## src/rtl/pong_game_ctrl_if.sv

```systemverilog
// rtl/pong_game_ctrl_if.sv - Pong game controller signal bundle (pause pin present under PONG_PAUSE_EN)
interface pong_game_ctrl_if;
    logic       frame_tick;
    logic       start;
    logic       sw1;
    logic       sw2;
    logic       miss_l;
    logic       miss_r;
`ifdef PONG_PAUSE_EN
    logic       pause;
`endif
    logic [9:0] paddle_l_y;
    logic [9:0] paddle_r_y;
    logic [3:0] score_l;
    logic [3:0] score_r;
    logic       ball_hold;
    logic       ball_run;
    logic       serve_dir;
    logic       game_over;
    logic [2:0] state;

    modport master (
        output frame_tick, start, sw1, sw2, miss_l, miss_r,
`ifdef PONG_PAUSE_EN
        output pause,
`endif
        input  paddle_l_y, paddle_r_y, score_l, score_r,
        input  ball_hold, ball_run, serve_dir, game_over, state
    );

    modport slave (
        input  frame_tick, start, sw1, sw2, miss_l, miss_r,
`ifdef PONG_PAUSE_EN
        input  pause,
`endif
        output paddle_l_y, paddle_r_y, score_l, score_r,
        output ball_hold, ball_run, serve_dir, game_over, state
    );
endinterface

```

## src/rtl/pong_game_ctrl.sv

```systemverilog
// rtl/pong_game_ctrl.sv - Pong match sequencer: match FSM, paddles, scores, ball gating
// Optional pause state is built in when PONG_PAUSE_EN is defined.
module pong_game_ctrl #(
    parameter int SCREEN_H     = 480,
    parameter int PADDLE_H     = 64,
    parameter int PADDLE_STEP  = 4,
    parameter int WIN_SCORE    = 7,
    parameter int SERVE_FRAMES = 60,
    parameter int OVER_FRAMES  = 180
) (
    input  logic             clk,
    input  logic             reset,
    pong_game_ctrl_if.slave  bus
);
    localparam logic [10:0] Y_MAX    = 11'(SCREEN_H - PADDLE_H);
    localparam logic [10:0] Y_STEP   = 11'(PADDLE_STEP);
    localparam logic [9:0]  Y_CENTRE = 10'((SCREEN_H - PADDLE_H) / 2);
    localparam logic [8:0]  SERVE_N  = 9'(SERVE_FRAMES);
    localparam logic [8:0]  OVER_N   = 9'(OVER_FRAMES);
    localparam logic [3:0]  WIN_N    = 4'(WIN_SCORE);

    typedef enum logic [2:0] {
        ST_IDLE   = 3'd0,
        ST_SERVE  = 3'd1,
        ST_PLAY   = 3'd2,
        ST_OVER   = 3'd3,
        ST_PAUSED = 3'd4
    } state_t;

    state_t     r_state, w_state_next;
    logic [7:0] r_cnt, w_cnt_next;
    logic [3:0] r_score_l, w_score_l_next;
    logic [3:0] r_score_r, w_score_r_next;
    logic       r_serve_dir, w_serve_dir_next;
    logic [9:0] r_pad_l, w_pad_l_next;
    logic [9:0] r_pad_r, w_pad_r_next;
    logic       r_ball_hold, r_ball_run, r_game_over;
    logic [8:0] w_cnt_inc;
    logic [3:0] w_score_l_inc, w_score_r_inc;

    // 11-bit arithmetic so the saturation compare can never wrap
    function automatic logic [9:0] f_move(input logic [9:0] y, input logic up);
        logic [10:0] y_w;
        y_w = {1'b0, y};
        if (up)
            return (y_w < Y_STEP) ? 10'd0 : 10'(y_w - Y_STEP);
        else
            return ((y_w + Y_STEP) > Y_MAX) ? Y_MAX[9:0] : 10'(y_w + Y_STEP);
    endfunction

    assign w_cnt_inc     = {1'b0, r_cnt} + 9'd1;
    assign w_score_l_inc = r_score_l + 4'd1;
    assign w_score_r_inc = r_score_r + 4'd1;

    always_comb begin
        w_state_next     = r_state;
        w_score_l_next   = r_score_l;
        w_score_r_next   = r_score_r;
        w_serve_dir_next = r_serve_dir;
        w_pad_l_next     = r_pad_l;
        w_pad_r_next     = r_pad_r;
        w_cnt_next       = r_cnt;

        case (r_state)
            ST_IDLE: begin
                if (bus.start) begin
                    w_state_next     = ST_SERVE;
                    w_score_l_next   = 4'd0;
                    w_score_r_next   = 4'd0;
                    w_serve_dir_next = 1'b1;
                end
            end
            ST_SERVE: begin
                if (bus.frame_tick && (w_cnt_inc == SERVE_N))
                    w_state_next = ST_PLAY;
            end
            ST_PLAY: begin
                if (bus.miss_l && bus.miss_r) begin
                    w_state_next = ST_SERVE;
                end else if (bus.miss_l) begin
                    w_score_r_next   = w_score_r_inc;
                    w_serve_dir_next = 1'b1;
                    w_state_next     = (w_score_r_inc == WIN_N) ? ST_OVER : ST_SERVE;
                end else if (bus.miss_r) begin
                    w_score_l_next   = w_score_l_inc;
                    w_serve_dir_next = 1'b0;
                    w_state_next     = (w_score_l_inc == WIN_N) ? ST_OVER : ST_SERVE;
`ifdef PONG_PAUSE_EN
                end else if (bus.pause) begin
                    w_state_next = ST_PAUSED;
`endif
                end
            end
            ST_OVER: begin
                if (bus.start) begin
                    w_state_next     = ST_SERVE;
                    w_score_l_next   = 4'd0;
                    w_score_r_next   = 4'd0;
                    w_serve_dir_next = 1'b1;
                end else if (bus.frame_tick && (w_cnt_inc == OVER_N)) begin
                    w_state_next = ST_IDLE;
                end
            end
`ifdef PONG_PAUSE_EN
            ST_PAUSED: begin
                if (bus.pause)
                    w_state_next = ST_PLAY;
            end
`endif
            default: w_state_next = ST_IDLE;
        endcase

        // A tick that coincides with a transition is not counted in the new state
        if (w_state_next != r_state)
            w_cnt_next = 8'd0;
        else if (bus.frame_tick && ((r_state == ST_SERVE) || (r_state == ST_OVER)))
            w_cnt_next = w_cnt_inc[7:0];

        if (bus.frame_tick && ((r_state == ST_SERVE) || (r_state == ST_PLAY))) begin
            w_pad_l_next = f_move(r_pad_l, bus.sw1);
            w_pad_r_next = f_move(r_pad_r, bus.sw2);
        end
    end

    always_ff @(posedge clk) begin
        if (reset) begin
            r_state     <= ST_IDLE;
            r_cnt       <= 8'd0;
            r_score_l   <= 4'd0;
            r_score_r   <= 4'd0;
            r_serve_dir <= 1'b1;
            r_pad_l     <= Y_CENTRE;
            r_pad_r     <= Y_CENTRE;
            r_ball_hold <= 1'b1;
            r_ball_run  <= 1'b0;
            r_game_over <= 1'b0;
        end else begin
            r_state     <= w_state_next;
            r_cnt       <= w_cnt_next;
            r_score_l   <= w_score_l_next;
            r_score_r   <= w_score_r_next;
            r_serve_dir <= w_serve_dir_next;
            r_pad_l     <= w_pad_l_next;
            r_pad_r     <= w_pad_r_next;
            r_ball_hold <= (w_state_next == ST_IDLE) || (w_state_next == ST_SERVE) ||
                           (w_state_next == ST_OVER);
            r_ball_run  <= (w_state_next == ST_PLAY);
            r_game_over <= (w_state_next == ST_OVER);
        end
    end

    assign bus.state      = r_state;
    assign bus.paddle_l_y = r_pad_l;
    assign bus.paddle_r_y = r_pad_r;
    assign bus.score_l    = r_score_l;
    assign bus.score_r    = r_score_r;
    assign bus.serve_dir  = r_serve_dir;
    assign bus.ball_hold  = r_ball_hold;
    assign bus.ball_run   = r_ball_run;
    assign bus.game_over  = r_game_over;
endmodule

```

## src/flat_wrapper.sv

```systemverilog
// flat-port wrapper written by rule: the top's interface ports become plain ports
module pong_game_ctrl_flat 
#(
    parameter int SCREEN_H     = 480,
    parameter int PADDLE_H     = 64,
    parameter int PADDLE_STEP  = 4,
    parameter int WIN_SCORE    = 7,
    parameter int SERVE_FRAMES = 60,
    parameter int OVER_FRAMES  = 180
)
  (clk, reset, bus_frame_tick, bus_start, bus_sw1, bus_sw2, bus_miss_l, bus_miss_r, bus_paddle_l_y, bus_paddle_r_y, bus_score_l, bus_score_r, bus_ball_hold, bus_ball_run, bus_serve_dir, bus_game_over, bus_state);
  pong_game_ctrl_if bus_i ();
  input  logic clk;
  input  logic reset;
  input wire logic [$bits(bus_i.frame_tick)-1:0] bus_frame_tick;
  input wire logic [$bits(bus_i.start)-1:0] bus_start;
  input wire logic [$bits(bus_i.sw1)-1:0] bus_sw1;
  input wire logic [$bits(bus_i.sw2)-1:0] bus_sw2;
  input wire logic [$bits(bus_i.miss_l)-1:0] bus_miss_l;
  input wire logic [$bits(bus_i.miss_r)-1:0] bus_miss_r;
  output wire logic [$bits(bus_i.paddle_l_y)-1:0] bus_paddle_l_y;
  output wire logic [$bits(bus_i.paddle_r_y)-1:0] bus_paddle_r_y;
  output wire logic [$bits(bus_i.score_l)-1:0] bus_score_l;
  output wire logic [$bits(bus_i.score_r)-1:0] bus_score_r;
  output wire logic [$bits(bus_i.ball_hold)-1:0] bus_ball_hold;
  output wire logic [$bits(bus_i.ball_run)-1:0] bus_ball_run;
  output wire logic [$bits(bus_i.serve_dir)-1:0] bus_serve_dir;
  output wire logic [$bits(bus_i.game_over)-1:0] bus_game_over;
  output wire logic [$bits(bus_i.state)-1:0] bus_state;
  assign bus_i.frame_tick = bus_frame_tick;
  assign bus_i.start = bus_start;
  assign bus_i.sw1 = bus_sw1;
  assign bus_i.sw2 = bus_sw2;
  assign bus_i.miss_l = bus_miss_l;
  assign bus_i.miss_r = bus_miss_r;
  assign bus_paddle_l_y = bus_i.paddle_l_y;
  assign bus_paddle_r_y = bus_i.paddle_r_y;
  assign bus_score_l = bus_i.score_l;
  assign bus_score_r = bus_i.score_r;
  assign bus_ball_hold = bus_i.ball_hold;
  assign bus_ball_run = bus_i.ball_run;
  assign bus_serve_dir = bus_i.serve_dir;
  assign bus_game_over = bus_i.game_over;
  assign bus_state = bus_i.state;
  pong_game_ctrl #(.SCREEN_H(SCREEN_H), .PADDLE_H(PADDLE_H), .PADDLE_STEP(PADDLE_STEP), .WIN_SCORE(WIN_SCORE), .SERVE_FRAMES(SERVE_FRAMES), .OVER_FRAMES(OVER_FRAMES)) u_core (.clk(clk), .reset(reset), .bus(bus_i));
endmodule
```

## config.mk

```make
export PLATFORM = sky130hd
export DESIGN_NAME = pong_game_ctrl_flat
export DESIGN_NICKNAME = d
export VERILOG_FILES = /design/src/rtl/pong_game_ctrl_if.sv /design/src/rtl/pong_game_ctrl.sv /design/src/flat_wrapper.sv
export SDC_FILE = /design/constraint.sdc
export NUM_CORES = 1
export LEC_CHECK = 0
export CAP_MARGIN = 20
export CORE_MARGIN = 10
export CORE_UTILIZATION = 40
export CTS_CLUSTER_SIZE = 28
export DETAILED_ROUTE_END_ITERATION = 8
export GPL_TIMING_DRIVEN = 0
export PLACE_DENSITY = 0.62
export SETUP_SLACK_MARGIN = 0.15
export SYNTH_ARGS = -nofsm -noshare
export SYNTH_HDL_FRONTEND = slang
export SYNTH_SLANG_ARGS = --single-unit
export TNS_END_PERCENT = 100
```

## constraint.sdc

```tcl
create_clock -name clk -period 3.2 [get_ports clk]
set_clock_uncertainty 0.2 [all_clocks]
set_input_delay 0.48 -clock clk [delete_from_list [all_inputs] [get_ports clk]]
set_output_delay 0.48 -clock clk [all_outputs]
set_load 0.01 [all_outputs]
```

==> results.yml <==
global_route:
  grt_pass1_wl_um: 13400
  grt.total_usage_pct: 13.9
  antenna_found_initial: 0
  grt_overflow_total: 0
  grt_start_max_net_pins: 13
  grt_pass1_vias: 2768
clock_network:
  h-tree-depth: 2
  cts.path.max_buffers: 2
  path_clk_slew_ns: 0.08
  cts-resized-gates: 0
  cts_setup_buffers: 0
  cts_buffers: 5
  cts_tree: "built"
  clk_latency_ns: 0.30
  cts-hold-fix-buffers: 0
  cts_sinks: 39
  cts_root_buf: "clkbuf_8"
critical_path:
  critical_path_class: "reg2reg"
  r2r-start: "u_core.bus.paddle_r_y[2]$_SDFFE_PP0P_"
  start_kind: "register"
  endpoint_kind: "register"
  r2r_end: "u_core.bus.paddle_r_y[4]$_SDFFE_PP1P_"
  r2r_cells: 9
  crit_arrival_ns: 2.70
  crit_path_max_fanout: 10
  cp-startpoint: "u_core.bus.paddle_r_y[2]$_SDFFE_PP0P_"
  worstPathRequired_ns: 3.15
  rrSetupSlack_ns: 0.45
  endpoint: "u_core.bus.paddle_r_y[4]$_SDFFE_PP1P_"
synth:
  ys_seq_area_share_pct: 26.9
  ys_ff_latch: 39
  synth_cell_types: 59
  ys_warn_count: 0
  synth_top_flop_cell: "dfxtp_1"
  syn_area_per_cell_um2: 7.39
  synth_area_leaders: "dfxtp_1 (27%), nor2_1 (5.3%), a21oi_1 (5.2%)"
  synth_edf_count: 0
  synthCells: 393
  synth_top_area_cell: "dfxtp_1"
  synthArstFlopShare_pct: 0
  netlist_area_um2: 2900
  synth_top_area_share_pct: 26.9
pwr:
  seq_power_share_pct: 49.1
  p_sw_w: 0.000250
  combPwrFrac_pct: 10.1
  clockPowerShare_pct: 40.7
  ir_drop_mv: 0.195
  intPower_w: 0.000760
  leakage_nw: 1.22
  switching_share_pct: 24.7
  pwr_density_cell_nw_per_um2: 287
flow_run:
  maxCapViolCount: 0
placement:
  io_buffers: 37
  dp_slack_ns: 0.496
  dpl.hpwl_um: 5650
  place_congestion: 0.916
floorplanning:
  ios: 43
  rows: 31
  die_area_um2: 11100
  coreArea_um2: 7140
  die_y_um: 105
  chipWidth_um: 105
  initial_core_util_pct: 40.7
drt:
  firstDrtPassIters: 7
  vias: 2926
  drt-total-wl_um: 7690
  drc: 0
  ant_nets: 0
  avgViaCountPerCell: 5.42
  drtIter0Drc: 113
  wl_per_cell_um: 14.2
finish:
  final.fill_count: 750
  syn2layout_area_growth_pct: 21.2
  drive_above_1_share_pct: 7.48
  antenna_cells: 0
  final_nets: 459
timing:
  period_needed_ns: 2.75
  slew_headroom_pct: 53.9
  setup_viol: 0
  rsz0062_at_grt: "no"
  fin_ws_ns: 0.455
  tns_ns: 0
  finalHoldViolations: 0
  max_freq_mhz: 364
  period_share_pct: 85.8
  finalMaxSlewViolations: 0
  worst_pin_slew_ns: 0.688
min_path:
  hp-class: "reg2reg"
status:
  outcome: "finished, final reports clean"
final cells by class:
| type | instances | area [um2] | share of cell area, % |
|---|---|---|---|
| Multi-Input combinational cell | 312 | 1930 | 54.9 |
| Sequential cell | 39 | 781 | 22.2 |
| Timing Repair Buffer | 37 | 370 | 10.5 |
| Buffer | 30 | 146 | 4.16 |
| Tap cell | 99 | 124 | 3.52 |
| Clock buffer | 5 | 68.8 | 1.96 |
| Inverter | 16 | 60.1 | 1.71 |
| Clock inverter | 2 | 37.5 | 1.07 |
state kept, by name, indices dropped and copies added (netlist names):
register / flops
u_core.bus.ball_hold: 1
u_core.bus.ball_run: 1
u_core.bus.game_over: 1
u_core.bus.paddle_l_y: 8
u_core.bus.paddle_r_y: 8
u_core.bus.score_l: 4
u_core.bus.score_r: 4
u_core.bus.serve_dir: 1
u_core.bus.state: 3
u_core.r_cnt: 8
synth_stat cells, drive strengths merged (4+ instances only):
cell / number
ha: 10
a21o: 7
nand4: 5
a21oi: 30
nand2: 32
nor3: 19
nor2b: 6
nand3b: 7
nand3: 18
nand2b: 6
xor2: 5
nor2: 42
a31oi: 5
mux2i: 6
inv: 16
and2: 4
o31ai: 7
a211oi: 8
a211o: 4
clkbuf: 16
buf: 14
or3: 5
xnor2: 8
a311oi: 4
nor3b: 6
o22ai: 4
nor4: 5
dfxtp: 39
o21ai: 21
per-layer routing:
metal  part of all wire [%]  vias up  track usage (%)
li1                       -     1502                -
met1                     47     1356             17.4
met2                     46       62             22.5
met3                    5.6        6             3.75
met4                    1.3        0             4.41
met5                      0        -                0
worst min path at each step:
stage / startpoint / end / depth (start not counted)
after floorplan: u_core.bus.serve_dir$_SDFFE_PP1P_ / u_core.bus.serve_dir$_SDFFE_PP1P_ / 2
after CTS: u_core.bus.serve_dir$_SDFFE_PP1P_ / u_core.bus.serve_dir$_SDFFE_PP1P_ / 2
after global placement: u_core.bus.serve_dir$_SDFFE_PP1P_ / u_core.bus.serve_dir$_SDFFE_PP1P_ / 2
after detailed placement: u_core.bus.serve_dir$_SDFFE_PP1P_ / u_core.bus.serve_dir$_SDFFE_PP1P_ / 2
final: u_core.bus.serve_dir$_SDFFE_PP1P_ / u_core.bus.serve_dir$_SDFFE_PP1P_ / 2
after global routing: u_core.bus.serve_dir$_SDFFE_PP1P_ / u_core.bus.serve_dir$_SDFFE_PP1P_ / 2
layout by cell type (no fill, tap or decap), types with 4 or more instances in the layout:
| cell type | Yosys | final |
|---|---|---|
| inv_1 | 16 | 16 |
| a21oi_1 | 30 | 30 |
| nand2b_1 | 6 | 6 |
| o31ai_1 | 7 | 7 |
| clkbuf_8 | 0 | 5 |
| nand3b_1 | 7 | 7 |
| a211o_1 | 4 | 4 |
| or3_1 | 5 | 5 |
| nor2_1 | 41 | 41 |
| o22ai_1 | 4 | 4 |
| ha_1 | 10 | 10 |
| a211oi_1 | 8 | 8 |
| a31oi_1 | 5 | 5 |
| clkdlybuf4s50_1 | 0 | 37 |
| dfxtp_1 | 39 | 39 |
| nand4_1 | 5 | 5 |
| clkbuf_1 | 16 | 16 |
| conb_1 | 1 | 5 |
| xor2_1 | 5 | 5 |
| buf_4 | 5 | 5 |
| nor3_1 | 19 | 19 |
| nand2_1 | 31 | 31 |
| and2_1 | 4 | 4 |
| nand3_1 | 18 | 18 |
| nor3b_1 | 6 | 6 |
| a21o_1 | 7 | 7 |
| nor4_1 | 5 | 5 |
| mux2i_1 | 6 | 6 |
| nor2b_1 | 6 | 6 |
| buf_2 | 6 | 6 |
| xnor2_1 | 8 | 8 |
| o21ai_0 | 21 | 21 |
cells by family after synthesis:
family                   after synthesis  share of synthesized area, %
AO/OA/AOI/OAI                        108                          24.9
XOR/XNOR                              13                          3.92
adder cells (fa/ha/maj)               10                          4.31
buffers and inverters                 46                          7.11
flip-flops                            39                          26.9
multiplexers                           8                          2.84
other                                  1                         0.129
AND/OR/NAND/NOR                      168                          29.9
power groups by stage:
stage	registers [W]	logic, W	clock network, W
after floorplan	0.000509	0.0000618	0
after global placement	0.000508	0.000102	0
after detailed placement	0.000508	0.000102	0
after CTS	0.000497	0.000103	0.000429
after global routing	0.000498	0.000114	0.000446
final	0.000496	0.000102	0.000411
stage by stage:
step,util (%),instances,cell area [um2],hold slack [ns],total power (W)
floorplan,-,397,2920,0.292,0.000571
global placement,47.8,533,3410,0.289,0.000610
detailed placement,47.8,533,3410,0.292,0.000610
CTS,49.3,540,3520,0.306,0.00103
global route,49.3,540,3520,0.326,0.00106
finish,49.3,540,3520,0.298,0.00101
critical path, stage by stage, from the launching register on:
cell      delay, ns
dfxtp_1        0.34
clkbuf_1       0.23
inv_1          0.18
ha_1           0.24
or4b_1         0.52
nand3b_1       0.27
nand2_1        0.21
nor4_1         0.07
a211oi_1       0.21
o21ai_0        0.15
Power figures use the tool's default switching activity.
